## src/rtl/serial_cfg_register.sv

```systemverilog
// Serial configuration register.
// A frame of WIDTH bits is shifted in on an external sclk, LSB first, into a
// shadow register and copied to the active register by an external lclk pulse
// only when exactly WIDTH bits have been shifted since the previous load
// attempt. Both external clocks are oversampled by clk through synchronizers,
// and sdi goes through a synchronizer of the same depth so that it stays
// aligned with sclk.
module serial_cfg_register #(
    parameter int              WIDTH         = 24,
    parameter int              SYNC_STAGES   = 2,
    parameter logic [WIDTH-1:0] RESET_VALUE   = '0,
    parameter logic [WIDTH-1:0] DISABLE_VALUE = '0
) (
    input  logic                         clk,
    input  logic                         rst,
    input  logic                         sclk_in,
    input  logic                         lclk_in,
    input  logic                         sdi,
    input  logic                         en_n,
    output logic [WIDTH-1:0]             cfg_out,
    output logic                         sdo,
    output logic                         load_strobe,
    output logic                         frame_err,
    output logic [$clog2(WIDTH+2)-1:0]   bit_count
);

    localparam int CW   = $clog2(WIDTH + 2);
    localparam int LAST = SYNC_STAGES - 1;

    // Index 0 is sclk, index 1 is lclk.
    logic [1:0]             line_in;
    logic [1:0]             line_rise;
    logic [1:0]             line_evt_reg;
    logic [SYNC_STAGES-1:0] sync_valid_reg;
    logic [SYNC_STAGES-1:0] sdi_sync_reg;
    logic                   sdi_bit_reg;

    logic [WIDTH-1:0]       shadow_reg;
    logic [WIDTH-1:0]       active_reg;
    logic [CW-1:0]          bit_count_reg;
    logic                   frame_err_reg;
    logic                   load_accept_reg;
    logic                   load_strobe_reg;

    logic                   sclk_evt;
    logic                   lclk_evt;
    logic                   frame_full;

    assign line_in = {lclk_in, sclk_in};

    // Marks which synchronizer stages hold real samples taken after reset,
    // so that the reset zeros are never mistaken for an observed low level.
    always_ff @(posedge clk or posedge rst) begin
        if (rst) begin
            sync_valid_reg <= '0;
        end else begin
            sync_valid_reg <= {sync_valid_reg[SYNC_STAGES-2:0], 1'b1};
        end
    end

    genvar gi;
    generate
        for (gi = 0; gi < 2; gi++) begin : g_line
            logic [SYNC_STAGES-1:0] sync_reg;
            logic                   prev_reg;
            logic                   armed_reg;

            // Synchronize the external clock and keep a delayed copy for
            // edge detection; a rise only counts once a genuine low has been
            // seen after reset, so a line already high at release is ignored.
            always_ff @(posedge clk or posedge rst) begin
                if (rst) begin
                    sync_reg  <= '0;
                    prev_reg  <= 1'b0;
                    armed_reg <= 1'b0;
                end else begin
                    sync_reg  <= {sync_reg[SYNC_STAGES-2:0], line_in[gi]};
                    prev_reg  <= sync_reg[LAST];
                    armed_reg <= armed_reg | (sync_valid_reg[LAST] & ~sync_reg[LAST]);
                end
            end

            assign line_rise[gi] = sync_reg[LAST] & ~prev_reg & armed_reg;
        end
    endgenerate

    // Data synchronizer of the same depth, and registered single-cycle
    // events with the sdi sample captured alongside the sclk rise.
    always_ff @(posedge clk or posedge rst) begin
        if (rst) begin
            sdi_sync_reg <= '0;
            sdi_bit_reg  <= 1'b0;
            line_evt_reg <= '0;
        end else begin
            sdi_sync_reg <= {sdi_sync_reg[SYNC_STAGES-2:0], sdi};
            sdi_bit_reg  <= sdi_sync_reg[LAST];
            line_evt_reg <= line_rise;
        end
    end

    assign sclk_evt   = line_evt_reg[0];
    assign lclk_evt   = line_evt_reg[1];
    assign frame_full = (bit_count_reg == CW'(WIDTH));

    // Shift, count and load. A load in the same cycle as a shift judges the
    // pre-shift shadow and count, then the shift lands as bit 1 of a new frame.
    always_ff @(posedge clk or posedge rst) begin
        if (rst) begin
            shadow_reg      <= '0;
            active_reg      <= RESET_VALUE;
            bit_count_reg   <= '0;
            frame_err_reg   <= 1'b0;
            load_accept_reg <= 1'b0;
            load_strobe_reg <= 1'b0;
        end else begin
            load_accept_reg <= lclk_evt & frame_full;
            load_strobe_reg <= load_accept_reg;

            if (sclk_evt) begin
                shadow_reg <= {sdi_bit_reg, shadow_reg[WIDTH-1:1]};
            end

            if (lclk_evt) begin
                if (frame_full) begin
                    active_reg    <= shadow_reg;
                    frame_err_reg <= 1'b0;
                end else begin
                    frame_err_reg <= 1'b1;
                end
                bit_count_reg <= sclk_evt ? CW'(1) : '0;
            end else if (sclk_evt && (bit_count_reg != CW'(WIDTH + 1))) begin
                bit_count_reg <= bit_count_reg + CW'(1);
            end
        end
    end

    assign cfg_out     = en_n ? DISABLE_VALUE : active_reg;
    assign sdo         = shadow_reg[0];
    assign load_strobe = load_strobe_reg;
    assign frame_err   = frame_err_reg;
    assign bit_count   = bit_count_reg;

endmodule

```

## config.mk

```make
export PLATFORM = sky130hd
export DESIGN_NAME = serial_cfg_register
export DESIGN_NICKNAME = d
export VERILOG_FILES = /design/src/rtl/serial_cfg_register.sv
export SDC_FILE = /design/constraint.sdc
export NUM_CORES = 1
export LEC_CHECK = 0
export ABC_AREA = 0
export ABC_CLOCK_PERIOD_IN_PS = 4050
export CORE_ASPECT_RATIO = 1.25
export CORE_UTILIZATION = 55
export CTS_CLUSTER_SIZE = 10
export DETAILED_ROUTE_END_ITERATION = 16
export HOLD_SLACK_MARGIN = 0.05
export PLACE_DENSITY_LB_ADDON = 0.15
export SKIP_CTS_REPAIR_TIMING = 1
export SLEW_MARGIN = 5
export SYNTH_ARGS = -nofsm -noshare
export SYNTH_HDL_FRONTEND = slang
export SYNTH_SLANG_ARGS = --single-unit
```

## constraint.sdc

```tcl
create_clock -name clk -period 4.05 [get_ports clk]
set_input_delay 0.81 -clock clk [delete_from_list [all_inputs] [get_ports clk]]
set_output_delay 0.81 -clock clk [all_outputs]
set_load 0.05 [all_outputs]
```

==> results of run 1 <==
[power by group]
part | switching, W | internal [W]
Combinational | 0.0000636 | 0.0000748
Clock | 0.000240 | 0.000361
Sequential | 0.0000641 | 0.000784
[per-stage QoR]
step	std cells	hold WS (ns)	instance area [um^2]	worst slack (ns)	total power (W)
5_1_grt	293	0.362	3450	0.722	0.00166
2_1_floorplan	187	0.331	2850	1.44	0.000950
4_1_cts	293	0.352	3450	0.770	0.00161
3_3_place_gp	278	0.333	3240	0.800	0.000985
3_5_place_dp	278	0.336	3240	0.774	0.00100
6_report	293	0.349	3450	0.798	0.00159
[final cells by class]
type	instances	area share
sequential	71	0.514
timing repair buffer	39	0.111
inverter	5	0.00543
clock inverter	3	0.0196
clock buffer	12	0.0420
tap	60	0.0217
multi-input combinational	103	0.286
[placed cells by master, fill, tap and decap left out]
master,count
nand4_1,2
a311o_1,1
xor2_1,2
mux2_4,18
nor2_8,1
nand2b_1,1
inv_1,4
o211ai_1,1
clkdlybuf4s50_1,36
dfrtp_1,71
clkbuf_1,2
ha_1,3
clkinvlp_4,1
nor2_1,6
bufinv_16,2
and2_1,1
o21ai_0,1
mux2_2,30
a21o_1,2
nand4_4,1
nand4b_1,2
conb_1,1
buf_4,3
o31ai_1,1
a21oi_1,1
nand2_1,4
inv_2,1
nor2b_1,24
clkbuf_8,10
[worst reg2reg max path: stages, from the launching register on]
cell and delay, ns:
dfrtp_1 0.41, inv_1 0.11, ha_1 0.20, nand4_4 0.14, nor2_8 0.49, mux2_2 0.43
[worst min path at each step]
stage	to	start	depth (start not counted)
floorplan	g_line[0].sync_reg[1]	g_line[0].sync_reg[0]	0
global route	sdi_bit_reg	sdi_sync_reg[1]	0
finish	sync_valid_reg[1]	sync_valid_reg[0]	0
global placement	g_line[0].sync_reg[1]	g_line[0].sync_reg[0]	0
detailed placement	sync_valid_reg[1]	sync_valid_reg[0]	0
CTS	sync_valid_reg[1]	sync_valid_reg[0]	0
[cells by family after synthesis]
group | Yosys count | share of synthesized area
other cells | 1 | 0.00131
mux | 48 | 0.213
buf+inv | 13 | 0.0311
fa+ha+maj | 3 | 0.0132
compound gates | 7 | 0.0175
flops | 71 | 0.623
xor+xnor | 2 | 0.00614
simple gates | 42 | 0.0951
[layer usage]
metal / track usage / up-vias / wire length [um]
met5: 0 / - / 0
li1: - / 714 / -
met3: 0.0563 / 6 / 152
met2: 0.312 / 33 / 2400
met4: 0.0957 / 0 / 68
met1: 0.233 / 798 / 2020
==> flow_metrics.py, run 1 <==
metrics = {
    "clock_network": {
        "clock_latency_ns": 0.33,
        "cts-htree-levels": 3,
        "clockBufferDepth": 2,
        "cts_root_buf": "clkbuf_8",
        "cts_sinks": 71,
        "cts_buffers": 9,
        "clk_pin_slew_ns": 0.07,
        "cts_tree": "done",
    },
    "worst_setup_path": {
        "critical_path.startpoint": "en_n",
        "slowest_stage": "clkdlybuf4s50_1",
        "worst-path-buf-inv": 3,
        "path_depth": 4,
        "crit_arrival_ns": 2.44,
        "max_stage_delay_ns": 0.82,
        "ff2ff_setup_slack_ns": 2.15,
        "crit_path_end": "cfg_out[23]",
        "path_max_fanout": 24,
        "cp-start-kind": "input pin",
        "critPathKind": "in2out",
        "worst_ep_required_time_ns": 3.24,
        "crit_chain": "clkdlybuf4s50_1 > buf_4 > nor2b_1 > clkdlybuf4s50_1",
        "cp_top_family": "buffers and inverters",
        "crit_path_end_kind": "output pin",
        "cpMostUsedCell": "clkdlybuf4s50_1",
        "worst_r2r_path_depth": 5,
        "reg2reg_to": "active_reg[18]",
        "rr_startpoint": "bit_count[1]",
    },
    "yosys": {
        "yosysSeqAreaShare": 0.623,
        "synth.distinct_cells": 26,
        "synth_area_per_cell_um2": 15.3,
        "synth_common_cells": "71 x dfrtp_1, 30 x mux2_2, 24 x nor2b_1",
        "yosysTopAreaCellShare": 0.623,
        "yosysTopAreaCell": "dfrtp_1",
        "async_reset_ff_frac": 1.00,
        "synth_area_leaders": "dfrtp_1 62%, mux2_2 12%, mux2_4 9.5%",
        "ys.flop_type": "dfrtp_1",
        "synth-edff-count": 0,
        "synthCells": 187,
        "ys.warnings.count": 0,
        "syn-cell-area_um2": 2850,
        "synth_seq_cells": 71,
        "mappedNetlistNets": 196,
        "synth.most_common_cell": "dfrtp_1",
    },
    "sta": {
        "slew_viol_final": 0,
        "period_share": 0.803,
        "worst_pin_slew_ns": 1.16,
        "tns_ns": 0,
        "setup_violations": 0,
        "hold_viol": 0,
        "fin_worst_skew_ns": 0.0103,
        "period_needed_ns": 3.25,
        "timing.fmax_mhz": 307,
        "grt_setup_unrepaired": "no",
        "max-slew-margin-rel": 0.224,
    },
    "drt": {
        "vias": 1551,
        "viasPerCell": 5.29,
        "dr.first_iter.drc_count": 79,
        "drc": 0,
        "ant_nets": 0,
        "wl_per_cell_um": 15.8,
        "wl_um": 4640,
        "dr.pass1.iters": 4,
    },
    "cells_and_area": {
        "area_delta_synth_final_pct": 21.0,
        "register_area_um2": 1780,
        "multi_input_area_um2": 988,
        "insertedDiodeCount": 0,
        "nNetsFinal": 238,
        "final_core_util": 0.709,
        "nFillCells": 328,
        "drive_gt1_frac": 0.288,
    },
    "floorplan": {
        "core_um2": 4870,
        "io_pins": 38,
        "die_h_um": 82.5,
        "start_util": 0.586,
        "dieArea_um2": 5480,
        "die_w_um": 66.4,
        "rows": 28,
    },
    "grt": {
        "antenna_found_initial": 0,
        "grt_pass1_wl_um": 7490,
        "grt_max_degree": 49,
        "grt_pass1_vias": 1574,
        "track_usage": 0.192,
        "grt_overflow": 0,
    },
    "placed_design": {
        "globalplace.congestion": 0.727,
        "io_buffers": 37,
        "dp_hpwl_um": 2930,
    },
    "status": {
        "status": "finished, final reports clean",
    },
    "pwr": {
        "peakVddDrop_uv": 315,
        "power_density_nw_per_um2": 459,
        "p_leak_nw": 1.59,
    },
    "min_path": {
        "hp-class": "reg2reg",
    },
    "flow_run": {
        "cap_violations": 0,
    },
}
Power figures use the tool's default switching activity.
==> inputs of run 2 (changes only) <==
--- a/config.mk
+++ b/config.mk
@@ -6,9 +6,9 @@
 export NUM_CORES = 1
 export LEC_CHECK = 0
 export ABC_AREA = 0
-export ABC_CLOCK_PERIOD_IN_PS = 4050
+export ABC_CLOCK_PERIOD_IN_PS = 3000
 export CORE_ASPECT_RATIO = 1.25
-export CORE_UTILIZATION = 55
+export CORE_UTILIZATION = 54
 export CTS_CLUSTER_SIZE = 10
 export DETAILED_ROUTE_END_ITERATION = 16
 export HOLD_SLACK_MARGIN = 0.05
==> constraint.sdc (replaced) <==
create_clock -name clk -period 3 [get_ports clk]
set_input_delay 0.6 -clock clk [delete_from_list [all_inputs] [get_ports clk]]
set_output_delay 0.6 -clock clk [all_outputs]
set_load 0.05 [all_outputs]
==> flow_metrics.py, run 2 (synthesis results as in run 1) <==
metrics = {
    "clock_network": {
        "cts_sinks": 71,
        "cts_root_buf": "clkbuf_8",
        "cts-htree-levels": 3,
        "clock_latency_ns": 0.34,
        "cts_buffers": 9,
        "clk_pin_slew_ns": 0.07,
        "clockBufferDepth": 2,
        "cts_tree": "done",
    },
    "sta": {
        "slew_viol_final": 0,
        "setup_violations": 0,
        "max-slew-margin-rel": 0.584,
        "period_needed_ns": 2.54,
        "tns_ns": 0,
        "holdWs_ns": 0.350,
        "worst_pin_slew_ns": 0.624,
        "hold_viol": 0,
        "timing.fmax_mhz": 393,
        "grt_setup_unrepaired": "no",
        "fin_ws_ns": 0.455,
        "period_share": 0.848,
        "fin_worst_skew_ns": 0.00796,
    },
    "min_path": {
        "hold_depth": 0,
        "hp-class": "reg2reg",
        "worstHoldEndpoint": "g_line[0].sync_reg[1]",
        "min_from": "g_line[0].sync_reg[0]",
    },
    "floorplan": {
        "core_um2": 5080,
        "die_w_um": 67.0,
        "io_pins": 38,
        "rows": 29,
        "start_util": 0.562,
        "die_h_um": 83.3,
        "dieArea_um2": 5580,
    },
    "worst_setup_path": {
        "slowest_stage": "clkdlybuf4s50_1",
        "ff2ff_setup_slack_ns": 1.16,
        "worst-path-buf-inv": 3,
        "worst_ep_required_time_ns": 2.40,
        "crit_arrival_ns": 1.94,
        "rr_startpoint": "bit_count[1]",
        "reg2reg_to": "active_reg[18]",
        "crit_path_end_kind": "output pin",
        "max_stage_delay_ns": 0.62,
        "critical_path.startpoint": "en_n",
        "cp_top_family": "buffers and inverters",
        "critPathKind": "in2out",
        "worst_r2r_path_depth": 5,
        "cp-start-kind": "input pin",
        "crit_chain": "clkdlybuf4s50_1 > buf_4 > nor2b_1 > buf_12",
        "path_max_fanout": 15,
    },
    "cells_and_area": {
        "most-common-layout-cells": "71 x dfrtp_1, 30 x mux2_2, 25 x buf_12",
        "drive_gt1_frac": 0.403,
        "nNetsFinal": 240,
        "area_delta_synth_final_pct": 30.4,
        "layout_commonest_cell": "dfrtp_1",
        "final_core_util": 0.733,
        "insertedDiodeCount": 0,
        "nFillCells": 311,
    },
    "placed_design": {
        "globalplace.congestion": 0.727,
        "dp_hpwl_um": 3140,
        "io_buffers": 37,
        "post-place-ws_ns": 0.458,
    },
    "drt": {
        "ant_nets": 0,
        "wl_um": 4670,
        "dr.pass1.iters": 4,
        "viasPerCell": 5.24,
        "drc": 0,
        "dr.first_iter.drc_count": 92,
        "wl_per_cell_um": 15.7,
        "vias": 1562,
    },
    "grt": {
        "grt_overflow": 0,
        "grt_pass1_vias": 1630,
        "antenna_found_initial": 0,
        "grt_max_degree": 31,
        "track_usage": 0.197,
        "grt_pass1_wl_um": 7870,
    },
    "pwr": {
        "p_leak_nw": 1.72,
        "power_density_nw_per_um2": 566,
        "peakVddDrop_uv": 495,
    },
    "status": {
        "status": "finished, final reports clean",
    },
    "flow_run": {
        "cap_violations": 0,
    },
}
==> run 2: changes by cell type in the layout (fill, tap and decap cells not counted), sizes merged <==
cell	previous run	this run
clkinv	0	3
clkdlybuf4s50	36	13
buf	3	28
clkbuf	12	11
bufinv	2	1
==> run 2: final cells by class <==
| class | count | area [um^2] | area share |
|---|---|---|---|
| Inverter | 5 | 18.8 | 0.00504 |
| Clock buffer | 11 | 151 | 0.0407 |
| Tap cell | 62 | 77.6 | 0.0208 |
| Sequential cell | 71 | 1780 | 0.477 |
| Clock inverter | 5 | 56.3 | 0.0151 |
| Multi-Input combinational cell | 103 | 988 | 0.266 |
| Timing Repair Buffer | 41 | 653 | 0.175 |
==> run 2: power by group <==
| part | switching [W] | leakage (nW) | internal [W] | total [W] |
|---|---|---|---|---|
| logic | 0.0000926 | 0.693 | 0.000104 | 0.000197 |
| clock network | 0.000347 | 0.105 | 0.000428 | 0.000774 |
| registers | 0.0000786 | 0.925 | 0.00106 | 0.00114 |
| total | 0.000518 | 1.72 | 0.00159 | 0.00211 |
==> run 2: worst max-delay path by stage <==
stage                    endpoint  slack [ns]  cells after the start
floorplan           active_reg[0]        0.60                      1
global placement      cfg_out[10]        0.50                      4
detailed placement    cfg_out[18]        0.46                      4
CTS                   cfg_out[18]        0.45                      4
global route           cfg_out[6]        0.37                      4
finish                cfg_out[18]        0.46                      4
==> run 2: per-stage QoR <==
stage	power [W]	instance area, um^2	std cells
6_report	0.00211	3720	298
3_3_place_gp	0.00134	3510	282
2_1_floorplan	0.00128	2850	187
5_1_grt	0.00219	3720	298
4_1_cts	0.00213	3720	298
3_5_place_dp	0.00136	3510	282
==> run 2: metal layers <==
metal / GRT usage / vias to the layer above / wire length [um]
li1: - / 719 / -
met1: 0.259 / 788 / 2080
met2: 0.295 / 45 / 2300
met3: 0.0508 / 10 / 193
met4: 0.103 / 0 / 97
met5: 0 / - / 0
==> inputs of run 3 (changes only) <==
--- a/config.mk
+++ b/config.mk
@@ -6,7 +6,7 @@
 export NUM_CORES = 1
 export LEC_CHECK = 0
 export ABC_AREA = 0
-export ABC_CLOCK_PERIOD_IN_PS = 3000
+export ABC_CLOCK_PERIOD_IN_PS = 2450
 export CORE_ASPECT_RATIO = 1.25
 export CORE_UTILIZATION = 54
 export CTS_CLUSTER_SIZE = 10
==> constraint.sdc (replaced) <==
create_clock -name clk -period 2.45 [get_ports clk]
set_input_delay 0.49 -clock clk [delete_from_list [all_inputs] [get_ports clk]]
set_output_delay 0.49 -clock clk [all_outputs]
set_load 0.05 [all_outputs]
==> flow_metrics.py, run 3 (synthesis results as in run 1) <==
metrics = {
    "drt": {
        "vias": 1569,
        "drc": 0,
        "dr.first_iter.drc_count": 111,
        "ant_nets": 0,
        "wl_um": 4590,
        "wl_per_cell_um": 15.4,
        "dr.pass1.iters": 4,
        "viasPerCell": 5.27,
    },
    "worst_setup_path": {
        "critPathKind": "reg2out",
        "worst-path-buf-inv": 1,
        "crit_arrival_ns": 1.76,
        "slowest_stage": "clkdlybuf4s50_1",
        "cp-start-kind": "flip-flop",
        "worst_ep_required_time_ns": 1.96,
        "crit_path_end_kind": "output pin",
        "max_stage_delay_ns": 0.87,
        "crit_chain": "clkdlybuf4s50_1",
        "path_max_fanout": 7,
        "cp_top_family": "buffers and inverters",
    },
    "grt": {
        "met1_usage": 0.265,
        "top_usage_layer": "met2",
        "use_met3": 0.0701,
        "antenna_found_initial": 0,
        "grt_overflow": 0,
        "grt_pass1_wl_um": 8080,
        "grt_max_degree": 31,
        "grt_pass1_vias": 1680,
        "met2_usage": 0.295,
        "track_usage": 0.199,
    },
    "placed_design": {
        "placed_area_um2": 3530,
        "dp_hpwl_um": 2890,
        "globalplace.congestion": 0.707,
        "io_buffers": 37,
    },
    "flow_run": {
        "cap_violations": 0,
    },
    "sta": {
        "fin_worst_skew_ns": 0.00625,
        "max-slew-margin-rel": 0.614,
        "holdWs_ns": 0.354,
        "period_needed_ns": 2.25,
        "setup_violations": 0,
        "slew_viol_final": 0,
        "period_share": 0.918,
        "timing.fmax_mhz": 445,
        "worst_pin_slew_ns": 0.579,
        "grt_setup_unrepaired": "no",
        "tns_ns": 0,
        "hold_viol": 0,
    },
    "cells_and_area": {
        "drive_gt1_frac": 0.403,
        "nFillCells": 326,
        "finish.instance_area_um2": 3750,
        "insertedDiodeCount": 0,
        "layout_commonest_cell": "dfrtp_1",
        "most-common-layout-cells": "71 x dfrtp_1, 30 x mux2_2, 26 x buf_12",
        "nNetsFinal": 240,
        "area_delta_synth_final_pct": 31.3,
    },
    "clock_network": {
        "clk_pin_slew_ns": 0.08,
        "cts_root_buf": "clkbuf_8",
        "cts_sinks": 71,
        "clockBufferDepth": 2,
        "cts_tree": "done",
        "cts-htree-levels": 3,
        "clock_latency_ns": 0.34,
        "cts_buffers": 9,
    },
    "floorplan": {
        "die_w_um": 67.0,
        "core_um2": 5080,
        "die_h_um": 83.3,
        "dieArea_um2": 5580,
        "io_pins": 38,
        "start_util": 0.562,
        "rows": 29,
    },
    "status": {
        "status": "finished, final reports clean",
    },
    "min_path": {
        "hp-class": "reg2reg",
    },
    "pwr": {
        "power_density_nw_per_um2": 705,
        "peakVddDrop_uv": 507,
        "p_leak_nw": 1.72,
    },
}
run 3: changes by cell type in the layout (fill, tap and decap cells not counted):
cell,delta
clkinv_4,-1
buf_4,-1
clkbuf_8,-2
clkinv_2,-1
buf_12,+1
bufinv_16,+1
inv_6,+1
clkinvlp_4,+2
run 3: worst paths after layout:
check	endpoint	cells past startpoint	slack [ns]	start
max	bit_count[2]	1	0.20	bit_count[2]
min	sdi_sync_reg[1]	0	0.35	sdi_sync_reg[0]
max reg2reg	active_reg[18]	5	0.56	bit_count[1]
min reg2reg	sdi_sync_reg[1]	0	0.35	sdi_sync_reg[0]
max in group asynchronous	g_line[0].sync_reg[1]	3	1.43	rst
min in group asynchronous	shadow_reg[5]	2	0.51	rst
run 3: worst register-to-register path: cells and delay by family (launching register included):
family,cells,cell delay [ns]
simple gates,2,0.62
buf+inv,1,0.11
mux,1,0.42
fa+ha+maj,1,0.21
flops,1,0.41
run 3: routing by layer:
layer  vias to the layer above  part of all wire
met5                         -                 0
met4                         0             0.010
met3                         7             0.044
met2                        37              0.50
met1                       808              0.44
li1                        717                 -
run 3: report_power, final:
| part | internal [W] | switching [W] |
|---|---|---|
| clock network | 0.000574 | 0.000429 |
| logic | 0.000130 | 0.000115 |
| registers | 0.00130 | 0.000100 |
run 3: layout make-up:
class / count / area [um^2] / area share
Clock buffer: 9 / 124 / 0.0331
Clock inverter: 7 / 96.3 / 0.0257
Inverter: 5 / 18.8 / 0.00501
Multi-Input combinational cell: 103 / 988 / 0.264
Sequential cell: 71 / 1780 / 0.474
Tap cell: 62 / 77.6 / 0.0207
Timing Repair Buffer: 41 / 666 / 0.178
run 3: per-stage QoR:
step	util	power [W]	cells	setup WS, ns
global route	0.738	0.00276	298	0.132
finish	0.738	0.00264	298	0.202
floorplan	-	0.00157	187	0.163
CTS	0.738	0.00268	298	0.190
global placement	0.694	0.00164	282	0.418
detailed placement	0.694	0.00166	282	0.407
